===== src/rtl/disp_scan_ctrl.sv =====
// disp_scan_ctrl: multiplexed 7-segment scan controller with blanking, sign, dead time and frame-synchronous updates
module disp_scan_ctrl #(
  parameter int NUM_DIGITS = 4,
  parameter int TICK_DIV   = 50000,
  parameter int BLANK_CYC  = 16
) (
  input  logic                    clk,
  input  logic                    rst_n,
  input  logic                    enable,
  input  logic                    lzb_en,
  input  logic                    upd_valid,
  output logic                    upd_ready,
  input  logic [4*NUM_DIGITS-1:0] digits_in,
  input  logic                    neg_in,
  output logic [3:0]              bcd_out,
  output logic [NUM_DIGITS-1:0]   dig_en_n,
  output logic                    frame_done
);
  localparam int IW = $clog2(NUM_DIGITS);
  localparam int CW = $clog2(TICK_DIV);
  localparam logic [CW-1:0] SLOT_LAST  = CW'(TICK_DIV - 1);
  localparam logic [CW-1:0] BLANK_LAST = CW'(BLANK_CYC - 1);
  localparam logic [IW-1:0] IDX_LAST   = IW'(NUM_DIGITS - 1);
  typedef enum logic [1:0] {IDLE, BLANK, SHOW} state_t;
  state_t                  state, n_state;
  logic [IW-1:0]           idx, n_idx;
  logic [CW-1:0]           cnt, n_cnt;
  logic [4*NUM_DIGITS-1:0] act, n_act, pend;
  logic                    neg, n_neg, pend_neg, pend_full, n_full, wrap, swap;
  // The MSD reads as zero under a minus sign, so a negative number blanks right down to its top significant digit.
  function automatic logic [3:0] code(input logic [IW-1:0] i, input logic [4*NUM_DIGITS-1:0] d,
                                      input logic ng, input logic lz);
    logic z;
    z = 1'b1;
    for (int k = 0; k < NUM_DIGITS; k++)
      if (k >= int'(i)) z = z & ((d[4*k+:4] == 4'd0) || (k == NUM_DIGITS - 1 && ng));
    code = (int'(i) == NUM_DIGITS - 1 && ng) ? 4'hF : (lz && i != '0 && z) ? 4'hE : d[4*int'(i)+:4];
  endfunction
  // Next-state for the scan sequencer and the pending/active double buffer.
  always_comb begin
    n_state = state;
    n_idx   = idx;
    n_cnt   = cnt;
    n_act   = act;
    n_neg   = neg;
    n_full  = pend_full;
    wrap    = 1'b0;
    if (!enable) begin
      n_state = IDLE;
      n_idx   = '0;
      n_cnt   = '0;
    end else if (state == IDLE) begin
      n_state = BLANK;
      n_idx   = '0;
      n_cnt   = '0;
    end else if (cnt == SLOT_LAST) begin
      n_state = BLANK;
      n_cnt   = '0;
      wrap    = idx == IDX_LAST;
      n_idx   = wrap ? '0 : idx + 1'b1;
    end else begin
      n_cnt   = cnt + 1'b1;
      n_state = (cnt == BLANK_LAST) ? SHOW : state;
    end
    swap = pend_full && (state == IDLE || wrap);
    if (swap) begin
      n_act  = pend;
      n_neg  = pend_neg;
      n_full = 1'b0;
    end
    if (upd_valid && upd_ready) n_full = 1'b1;
  end
  // State and outputs are registered together, outputs derived from the next state so they line up with it.
  always_ff @(posedge clk or negedge rst_n) begin
    if (!rst_n) begin
      state      <= IDLE;
      idx        <= '0;
      cnt        <= '0;
      act        <= '0;
      neg        <= 1'b0;
      pend       <= '0;
      pend_neg   <= 1'b0;
      pend_full  <= 1'b0;
      upd_ready  <= 1'b1;
      bcd_out    <= 4'hE;
      dig_en_n   <= '1;
      frame_done <= 1'b0;
    end else begin
      state      <= n_state;
      idx        <= n_idx;
      cnt        <= n_cnt;
      act        <= n_act;
      neg        <= n_neg;
      pend_full  <= n_full;
      if (upd_valid && upd_ready) begin
        pend     <= digits_in;
        pend_neg <= neg_in;
      end
      upd_ready  <= ~n_full;
      bcd_out    <= (n_state == IDLE) ? 4'hE : code(n_idx, n_act, n_neg, lzb_en);
      dig_en_n   <= (n_state == SHOW) ? ~(NUM_DIGITS'(1) << n_idx) : '1;
      frame_done <= wrap;
    end
  end
endmodule

===== config.mk =====
export PLATFORM = sky130hd
export DESIGN_NAME = disp_scan_ctrl
export DESIGN_NICKNAME = d
export VERILOG_FILES = /design/src/rtl/disp_scan_ctrl.sv
export SDC_FILE = /design/constraint.sdc
export NUM_CORES = 1
export LEC_CHECK = 0
export ABC_AREA = 1
export CORE_MARGIN = 5
export CORE_UTILIZATION = 35
export CTS_CLUSTER_DIAMETER = 30
export DETAILED_ROUTE_END_ITERATION = 10
export PLACE_DENSITY = 0.64
export SYNTH_ARGS = -nofsm -noshare
export SYNTH_HDL_FRONTEND = slang
export SYNTH_SLANG_ARGS = --single-unit

===== constraint.sdc =====
create_clock -name clk -period 4.4 [get_ports clk]
set_input_delay 1.32 -clock clk [delete_from_list [all_inputs] [get_ports clk]]
set_output_delay 1.32 -clock clk [all_outputs]
set_load 0.02 [all_outputs]

==> impl_metrics.json, run 1 <==
{
  "clock-sinks": 65,
  "clk-insertion-delay-late_ns": 0.33,
  "post-place-cells": 448,
  "placed_area_mm2": 0.003331,
  "die-area_mm2": 0.01029,
  "syn_avg_cell_area_um2": 9.228,
  "grt_pass1_wl_um": 10270,
  "end_kind": "flop",
  "hold_start": "cnt[0]$_DFF_PN0_",
  "portBuffers": 31,
  "grt_start_max_net_pins": 44,
  "drt-total-wl_um": 5717,
  "antenna_found_initial": 0,
  "synth.yosys.seq_area_share_pct": 55.95,
  "diodes": 0,
  "drv_cap": 0,
  "synth_area_mm2": 0.002925,
  "post-route-period-util_pct": 72.35,
  "reg2reg_setup_slack_ns": 2.12,
  "status": "finished, final reports clean",
  "grt_pass1_vias": 2224,
  "firstDrtPassIters": 4,
  "dr_total_vias": 2206,
  "drc": 0,
  "drv_slew": 0,
  "peakVddDrop_mv": 0.1530,
  "skew_ns": 0.005581,
  "cts_buffers": 9,
  "power_density_mw_per_mm2": 428.9,
  "crit_start": "enable",
  "fin_cells": 464,
  "core_mm2": 0.008175,
  "finalSetupTns_ns": 0,
  "initial_core_util_pct": 35.78,
  "slew_headroom_pct": 39.81,
  "timing.final.ws_setup_ns": 1.216,
  "synthToLayoutAreaGrowth_pct": 20.32,
  "gr-total-overflow": 0,
  "crit-reg2reg-launch": "cnt[0]$_DFF_PN0_",
  "drt_iter0_drc": 142,
  "gp_congestion": 0.8686,
  "setup_violations": 0,
  "reg2reg_depth": 14,
  "post-route-util_pct": 43.05,
  "clk_pin_slew_ns": 0.07,
  "holdBufCountCts": 0,
  "synth.distinct_cells": 36,
  "core.rowCount": 33,
  "clockRootBuffer": "clkbuf_8",
  "min_period_ns": 3.184,
  "syn-num-nets": 341,
  "holdWs_ns": 0.4628,
  "clock_path_buffers": 2,
  "required_ns": 4.62,
  "vias_per_cell": 4.754,
  "h-tree-depth": 3,
  "wl_per_cell_um": 12.32,
  "leakage_nw": 1.660,
  "hold_path_class": "reg2reg",
  "finalInstanceArea_mm2": 0.003520,
  "postSynthCellCount": 317,
  "cts_setup_buffers": 0,
  "endpoint": "bcd_out[0]$_DFF_PN0_",
  "nFillCells": 816,
  "tightest_slew_ns": 0.9029,
  "path_class": "in2reg",
  "dieWidth_um": 101.4,
  "cts_tree": "done",
  "dp_slack_ns": 0.8723,
  "cts_resized": 0,
  "die_h_um": 101.4,
  "ant_nets": 0,
  "report.power.total_mw": 1.510,
  "rsz0062_at_grt": "false",
  "hpwlAfterDp_um": 4292,
  "rr_endpoint": "bcd_out[0]$_DFF_PN0_",
  "cp.arrival_ns": 3.40,
  "drive_above_1_share_pct": 15.88,
  "num_io_pins": 32,
  "critPathMaxFanout": 19,
  "synth-seq-cells": 65,
  "track_usage_pct": 12.58,
  "start_kind": "primary input",
  "hold_viol": 0,
  "max_freq_mhz": 314.1,
  "synth_warnings": 0,
  "layout.nets": 378
}
==> state kept, by name (all words and copies together) (netlist names), 2 cells and up <==
name,count
cnt,16
dig_en_n,4
idx,2
state,2
bcd_out,4
pend,16
act,16
==> logic make-up after synthesis <==
logic type                 Yosys count  share of synthesized area [%]
AOI/OAI and AO/OA                   25                          5.090
xor gates and xnor gates             2                         0.5989
adders and majority gates            2                         0.8553
buffers and inverters               45                          6.330
DFF                                 65                          55.95
muxes                               18                          7.057
and+or+nand+nor                    160                          24.12
==> how the worst min path moves through the flow <==
stage | endpoint | slack [ns] | cells past startpoint
2_1_floorplan | cnt[0]$_DFF_PN0_ | 0.43 | 1
3_3_place_gp | cnt[0]$_DFF_PN0_ | 0.46 | 1
3_5_place_dp | act[3]$_DFF_PN0_ | 0.46 | 2
4_1_cts | cnt[0]$_DFF_PN0_ | 0.47 | 1
5_1_grt | cnt[0]$_DFF_PN0_ | 0.49 | 1
6_report | cnt[0]$_DFF_PN0_ | 0.46 | 1
==> layer usage <==
metal,vias up,routed length (um),GRT usage (%)
met1,1048,2768,18.37
met3,11,336,3.375
met4,0,112,5.317
li1,1091,-,-
met2,56,2499,17.51
met5,-,0,0
==> report_power, final <==
group          leakage [nW]  switching, mW  total (mW)  internal [mW]
Combinational         0.757          0.152       0.272          0.120
Sequential            0.806         0.0478       0.753          0.705
Clock                0.0974          0.209       0.485          0.276
==> Yosys cell counts <==
cell type / n / area share [%]
nand2_1: 74 / 9.5
dfrtp_1: 57 / 49
nor2_1: 41 / 5.3
inv_1: 36 / 4.6
nand3_1: 21 / 3.6
mux2_2: 17 / 6.5
a21oi_1: 9 / 1.5
dfstp_2: 8 / 7.2
o21ai_0: 6 / 1.0
nor3_1: 5 / 0.86
nand2_2: 4 / 0.86
nor2_2: 4 / 0.86
clkbuf_1: 3 / 0.38
nand4_1: 3 / 0.64
a31oi_1: 2 / 0.43
buf_6: 2 / 0.77
ha_1: 2 / 0.86
inv_2: 2 / 0.26
nand2_4: 2 / 0.77
nand3_2: 2 / 0.68
o21ai_1: 2 / 0.34
a221oi_1: 1 / 0.30
a22o_1: 1 / 0.30
a22oi_1: 1 / 0.26
buf_2: 1 / 0.17
clkinv_1: 1 / 0.13
mux2_4: 1 / 0.51
nand4_2: 1 / 0.43
nor3b_1: 1 / 0.26
nor4_1: 1 / 0.21
o211a_1: 1 / 0.34
o21a_1: 1 / 0.26
o21ai_2: 1 / 0.30
or3_1: 1 / 0.21
xnor2_1: 1 / 0.30
xor2_1: 1 / 0.30
==> layout make-up <==
type                    count  area (um^2)  area share (%)
clock buffers              13        148.9           4.230
clock inverters             3        40.04           1.138
inverters                  39        146.4           4.159
multi-input cells         207         1104           31.35
flip-flops and latches     65         1637           46.50
well taps                 105        131.4           3.733
repair buffers             32        312.8           8.887
==> worst max-delay path, cell delays in order <==
cell and delay (ns):
clkdlybuf4s50_1 0.48, inv_1 0.09, nor3_1 0.23, nand3_2 0.15
nand2_4 0.19, nand2_4 0.18, nand2_1 0.11, nand2_1 0.11
nor2_1 0.11, nand2_1 0.06, nand2_1 0.07, nand4_2 0.14
nand2_1 0.09, a21oi_1 0.06
==> layout by cell type, fill, tap and decap left out, drive strengths merged <==
master,netlist,layout
buf,3,2
nand4,4,4
o21a,1,1
a22o,1,1
a221oi,1,1
nor4,1,1
nand3,23,23
xor2,1,1
xnor2,1,1
nor3,5,5
nor2,45,45
inv,38,38
dfstp,8,8
dfrtp,57,57
ha,2,2
o211a,1,1
a21oi,9,9
o21ai,9,9
nand2,80,80
mux2,18,18
a22oi,1,1
nor3b,1,1
clkbuf,3,13
clkdlybuf4s50,0,30
or3,1,1
clkinv,1,3
bufinv,0,1
a31oi,2,2
(Power assumes the default switching activity.)
==> run 2, diff against run 1 <==
- PLACE_DENSITY: 0.64 -> 0.66
- clock period: 4.4 -> 2.8 ns (I/O delays scaled with it)
==> run 2 against run 1 <==
Core utilization is 2.3 points higher. Global-route usage is 0.44 points lower. Combinational power is 79% higher. Critical path depth stayed put. Final cell count is 3.2% higher. Die area stayed put. Sequential share of layout area is 2.3 points lower. Critical path type unchanged.
==> impl_metrics.json, run 2 (synthesis results as in run 1) <==
{
  "rsz0062_at_grt": "false",
  "drt-total-wl_um": 5669,
  "report.power.total_mw": 2.623,
  "critPathMaxFanout": 19,
  "placed_area_mm2": 0.003463,
  "drv_slew": 0,
  "status": "finished, final reports clean",
  "max_freq_mhz": 390.9,
  "sw_frac_of_total_pct": 25.44,
  "hold_viol": 0,
  "end_kind": "flop",
  "cts_setup_buffers": 0,
  "drc": 0,
  "vias_per_cell": 4.622,
  "cts_buffers": 9,
  "hpwlAfterDp_um": 4240,
  "top_regs": "act (16), cnt (16), pend (16)",
  "drv_cap": 0,
  "clk_pin_slew_ns": 0.07,
  "dieWidth_um": 101.4,
  "p_clk_share_pct": 36.5,
  "cts_tree": "done",
  "post-route-period-util_pct": 91.35,
  "cp.arrival_ns": 2.78,
  "initial_core_util_pct": 35.78,
  "antenna_found_initial": 0,
  "seqPwrFrac_pct": 45.0,
  "start_kind": "primary input",
  "gr-total-overflow": 0,
  "slew_headroom_pct": 65.13,
  "grt_pass1_vias": 2157,
  "clock_path_buffers": 2,
  "core.rowCount": 33,
  "h-tree-depth": 3,
  "crit_start": "enable",
  "layout.nets": 394,
  "use_met1_pct": 16.99,
  "p_comb_share_pct": 18.5,
  "mostFrequentLayoutCell": "nand2_1",
  "post-route-util_pct": 45.32,
  "ant_nets": 0,
  "portBuffers": 31,
  "p_sw_mw": 0.6674,
  "holdWs_ns": 0.4708,
  "clk-insertion-delay-late_ns": 0.34,
  "core_mm2": 0.008175,
  "finalInstanceArea_mm2": 0.003705,
  "grtUsageMet2_pct": 17.10,
  "min_period_ns": 2.558,
  "wl_per_cell_um": 11.84,
  "crit-reg2reg-launch": "cnt[0]$_DFF_PN0_",
  "power.internal_mw": 1.956,
  "required_ns": 3.03,
  "nFillCells": 785,
  "path_class": "in2reg",
  "drive_above_1_share_pct": 20.05,
  "power_density_mw_per_mm2": 708.1,
  "track_usage_pct": 12.14,
  "hold_start": "cnt[0]$_DFF_PN0_",
  "tightest_slew_ns": 0.5230,
  "leakage_nw": 1.767,
  "cts_resized": 0,
  "diodes": 0,
  "num_io_pins": 32,
  "holdBufCountCts": 0,
  "drt_iter0_drc": 119,
  "grt_pass1_wl_um": 9887,
  "die_h_um": 101.4,
  "final_cell_mix": "74 x nand2_1, 57 x dfrtp_1, 41 x nor2_1",
  "gp_congestion": 0.8891,
  "dr_total_vias": 2214,
  "hold_path_class": "reg2reg",
  "setup_violations": 0,
  "met3_usage_pct": 3.581,
  "grt_start_max_net_pins": 66,
  "skew_ns": 0.009553,
  "clockRootBuffer": "clkbuf_8",
  "grt_busiest_layer": "met2",
  "synthToLayoutAreaGrowth_pct": 26.65,
  "firstDrtPassIters": 4,
  "peakVddDrop_mv": 0.2661,
  "clock-sinks": 65,
  "die-area_mm2": 0.01029
}
## run 2: layout make-up
cell class | instances | area, um^2 | area share, %
clock inverter | 5 | 103.9 | 2.803
sequential | 65 | 1637 | 44.17
timing repair buffer | 48 | 445.4 | 12.02
inverter | 39 | 146.4 | 3.951
clock buffer | 10 | 137.6 | 3.715
multi-input combinational | 207 | 1104 | 29.79
tap | 105 | 131.4 | 3.546
## run 2: power by group through the flow
stage,Clock [mW],Sequential [mW],Combinational [mW]
2_1_floorplan,0,1.19,0.287
3_3_place_gp,0,1.19,0.481
3_5_place_dp,0,1.20,0.490
4_1_cts,0.981,1.18,0.492
5_1_grt,1.03,1.20,0.543
6_report,0.958,1.18,0.486
## run 2: path summary, 6_finish.rpt
check / endpoint / slack [ns] / cells after the start
hold reg to reg: cnt[0]$_DFF_PN0_ / 0.47 / 1
hold / removal: cnt[0]$_DFF_PN0_ / 0.47 / 1
max in group asynchronous: bcd_out[2]$_DFF_PN1_ / 1.99 / 2
setup reg to reg: bcd_out[0]$_DFF_PN0_ / 0.65 / 14
min in group asynchronous: cnt[5]$_DFF_PN0_ / 0.50 / 2
setup / recovery: bcd_out[0]$_DFF_PN0_ / 0.24 / 14
## run 2: routing by layer
metal,up-vias,share of wire [%]
li1,1124,-
met1,1027,49
met2,53,44
met3,10,5.5
met5,-,0
met4,0,1.5
## run 2: stage by stage
stage	setup TNS, ns	setup WS, ns	cells
2_1_floorplan	0	0.5792	317
3_3_place_gp	-0.07530	-0.07530	464
3_5_place_dp	-0.1254	-0.09970	464
4_1_cts	0	0.2572	479
5_1_grt	0	0.07516	479
6_report	0	0.2421	479
## run 2: critical path, cell delays in order
cell and delay (ns):
clkdlybuf4s50_1 0.49, inv_1 0.06, nor3_1 0.22, nand3_2 0.14, nand2_4 0.10, nand2_4 0.14
nand2_1 0.11, nand2_1 0.10, nor2_1 0.15, nand3_1 0.08, nand2_1 0.07, nand4_2 0.11
nand2_1 0.10, a21oi_1 0.06
==> run 3, diff against run 2 <==
- MAX_ROUTING_LAYER: default -> met4
- SLEW_MARGIN: default -> 10
==> run 3 against run 2 <==
Sequential power barely moved. Final cell count fell by 0.42%. Critical path depth did not move. Register-to-register slack got worse by 0.09 ns. Via count rose by 0.32%. Worst hold slack got worse by 0.00055 ns. Critical path type unchanged. Largest cell class unchanged.
==> impl_metrics.json, run 3 (synthesis results as in run 1) <==
{
  "status": "finished, final reports clean",
  "top_regs": "act (16), cnt (16), pend (16)",
  "wl_per_cell_um": 12.23,
  "hpwlAfterDp_um": 4323,
  "path_class": "in2reg",
  "core_mm2": 0.008175,
  "post-route-period-util_pct": 92.73,
  "multiInputGateArea_mm2": 0.001109,
  "grt_start_max_net_pins": 66,
  "critPathSlowestCell": "clkdlybuf4s50_1",
  "synthToLayoutAreaGrowth_pct": 24.72,
  "drt-total-wl_um": 5834,
  "max_freq_mhz": 385.1,
  "min_period_ns": 2.596,
  "timing.final.ws_setup_ns": 0.2036,
  "initial_core_util_pct": 35.78,
  "end_kind": "flop",
  "clk-insertion-delay-late_ns": 0.35,
  "vias_per_cell": 4.656,
  "reg2reg_setup_slack_ns": 0.56,
  "cts_setup_buffers": 0,
  "placed_area_mm2": 0.003453,
  "gp_congestion": 0.9047,
  "slew_headroom_pct": 60.48,
  "cts_tree": "done",
  "firstDrtPassIters": 6,
  "peakVddDrop_mv": 0.2846,
  "final_cell_mix": "74 x nand2_1, 57 x dfrtp_1, 41 x nor2_1",
  "rr_endpoint": "bcd_out[0]$_DFF_PN0_",
  "grt_pass1_wl_um": 10200,
  "drc": 0,
  "diodes": 0,
  "worst-path-buf-inv": 2,
  "clk_pin_slew_ns": 0.07,
  "reg2reg_depth": 14,
  "leakage_nw": 1.726,
  "grt_pass1_vias": 2219,
  "drv_slew": 0,
  "dr_total_vias": 2221,
  "finalInstanceArea_mm2": 0.003649,
  "crit-reg2reg-launch": "cnt[0]$_DFF_PN0_",
  "num_io_pins": 32,
  "hold_path_class": "reg2reg",
  "drive_above_1_share_pct": 18.82,
  "layout.nets": 391,
  "power_density_mw_per_mm2": 667.7,
  "die_h_um": 101.4,
  "dp_slack_ns": -0.1960,
  "drt_iter0_drc": 130,
  "critical-path-top-delay-family": "simple AND/OR/NAND/NOR gates",
  "nFillCells": 815,
  "start_kind": "primary input",
  "cp.arrival_ns": 2.83,
  "worstPathCellList": "clkdlybuf4s50_1 > inv_1 > nor3_2 > nand3_2 > nand2_4 > nand2_4 > nand2_1 > nand2_1 > nor2_1 > nand3_1 > nand2_1 > nand4_2 > nand2_1 > a21oi_1",
  "rsz0062_at_grt": "false",
  "required_ns": 3.03,
  "drv_cap": 0,
  "holdPathEnd": "cnt[0]$_DFF_PN0_",
  "hold_start": "cnt[0]$_DFF_PN0_",
  "critPathMaxFanout": 19,
  "dieWidth_um": 101.4,
  "clock_path_buffers": 2,
  "ant_nets": 0,
  "setup_violations": 0,
  "mostFrequentLayoutCell": "nand2_1",
  "fin_cells": 477,
  "core.rowCount": 33,
  "track_usage_pct": 13.09,
  "antenna_found_initial": 0,
  "die-area_mm2": 0.01029,
  "cpPeakStageDelay_ns": 0.50,
  "h-tree-depth": 3,
  "clockRootBuffer": "clkbuf_8",
  "hold_viol": 0,
  "gr-total-overflow": 0,
  "cpMostUsedCell": "nand2_1",
  "clock-sinks": 65,
  "post-place-cells": 461,
  "holdPathStages": 1,
  "tightest_slew_ns": 0.5928,
  "area.sequential_mm2": 0.001637,
  "skew_ns": 0.008711,
  "cts_buffers": 9,
  "portBuffers": 31
}
run 3: cell types whose count changed in the layout (fill, tap and decap cells not counted):
cell | before | now
nor3_2 | 0 | 1
clkinv_2 | 1 | 0
nor3_1 | 5 | 4
bufinv_16 | 3 | 1
clkinv_4 | 1 | 0
buf_12 | 1 | 2
clkbuf_1 | 0 | 4
buf_4 | 16 | 12
clkinvlp_4 | 0 | 1
run 3: repair_timing:
action                                  4_1_cts  5_1_grt
resized for setup                             0        1
hold buffers                                  0        0
endpoints found under the hold margin         0        0
endpoints found under the setup margin        0        1
run 3: report_power, final:
| group | switching (mW) | total, mW | internal [mW] |
|---|---|---|---|
| registers | 0.0727 | 1.18 | 1.11 |
| clock network | 0.336 | 0.773 | 0.437 |
| logic | 0.249 | 0.483 | 0.234 |
| total | 0.658 | 2.44 | 1.78 |
run 3: per-stage QoR:
stage / hold WS (ns) / power, mW / utilization (%) / setup TNS (ns)
finish: 0.4702 / 2.436 / 44.63 / 0
global placement: 0.4440 / 1.670 / 42.24 / -0.1367
floorplan: 0.4329 / 1.475 / - / 0
CTS: 0.4727 / 2.465 / 44.57 / 0
detailed placement: 0.4612 / 1.683 / 42.24 / -0.4765
global route: 0.5016 / 2.576 / 44.63 / 0
run 3: how the worst max path moves through the flow:
stage / from / end / slack, ns / cells after the start
2_1_floorplan: enable / bcd_out[0]$_DFF_PN0_ / 0.58 / 14
3_3_place_gp: enable / bcd_out[0]$_DFF_PN0_ / -0.09 / 14
3_5_place_dp: enable / bcd_out[0]$_DFF_PN0_ / -0.20 / 14
4_1_cts: enable / bcd_out[0]$_DFF_PN0_ / 0.15 / 14
5_1_grt: enable / bcd_out[0]$_DFF_PN0_ / 0.05 / 14
6_report: enable / bcd_out[0]$_DFF_PN0_ / 0.20 / 14
run 3: worst reg2reg max path: stages (launching register included):
cell	delay, ns
dfrtp_1	0.38
ha_1	0.21
nand3_2	0.16
nor2_2	0.18
nand3_2	0.12
nand2_4	0.10
nand2_4	0.15
nand2_1	0.12
nand2_1	0.09
nor2_1	0.16
nand3_1	0.08
nand2_1	0.08
nand4_2	0.12
nand2_1	0.11
a21oi_1	0.07
run 3: cell type report:
cell class | count | share of cell area (%)
clock buffers | 14 | 4.184
well taps | 105 | 3.601
clock inverters | 2 | 1.029
flip-flops and latches | 65 | 44.86
repair buffers | 45 | 11.93
inverters | 39 | 4.012
multi-input cells | 207 | 30.38
run 3: per-layer routing:
layer / wire length, um / GRT usage, %
met3: 301 / 3.719
met5: 0 / -
met2: 2601 / 18.36
met1: 2764 / 17.06
met4: 166 / 6.953
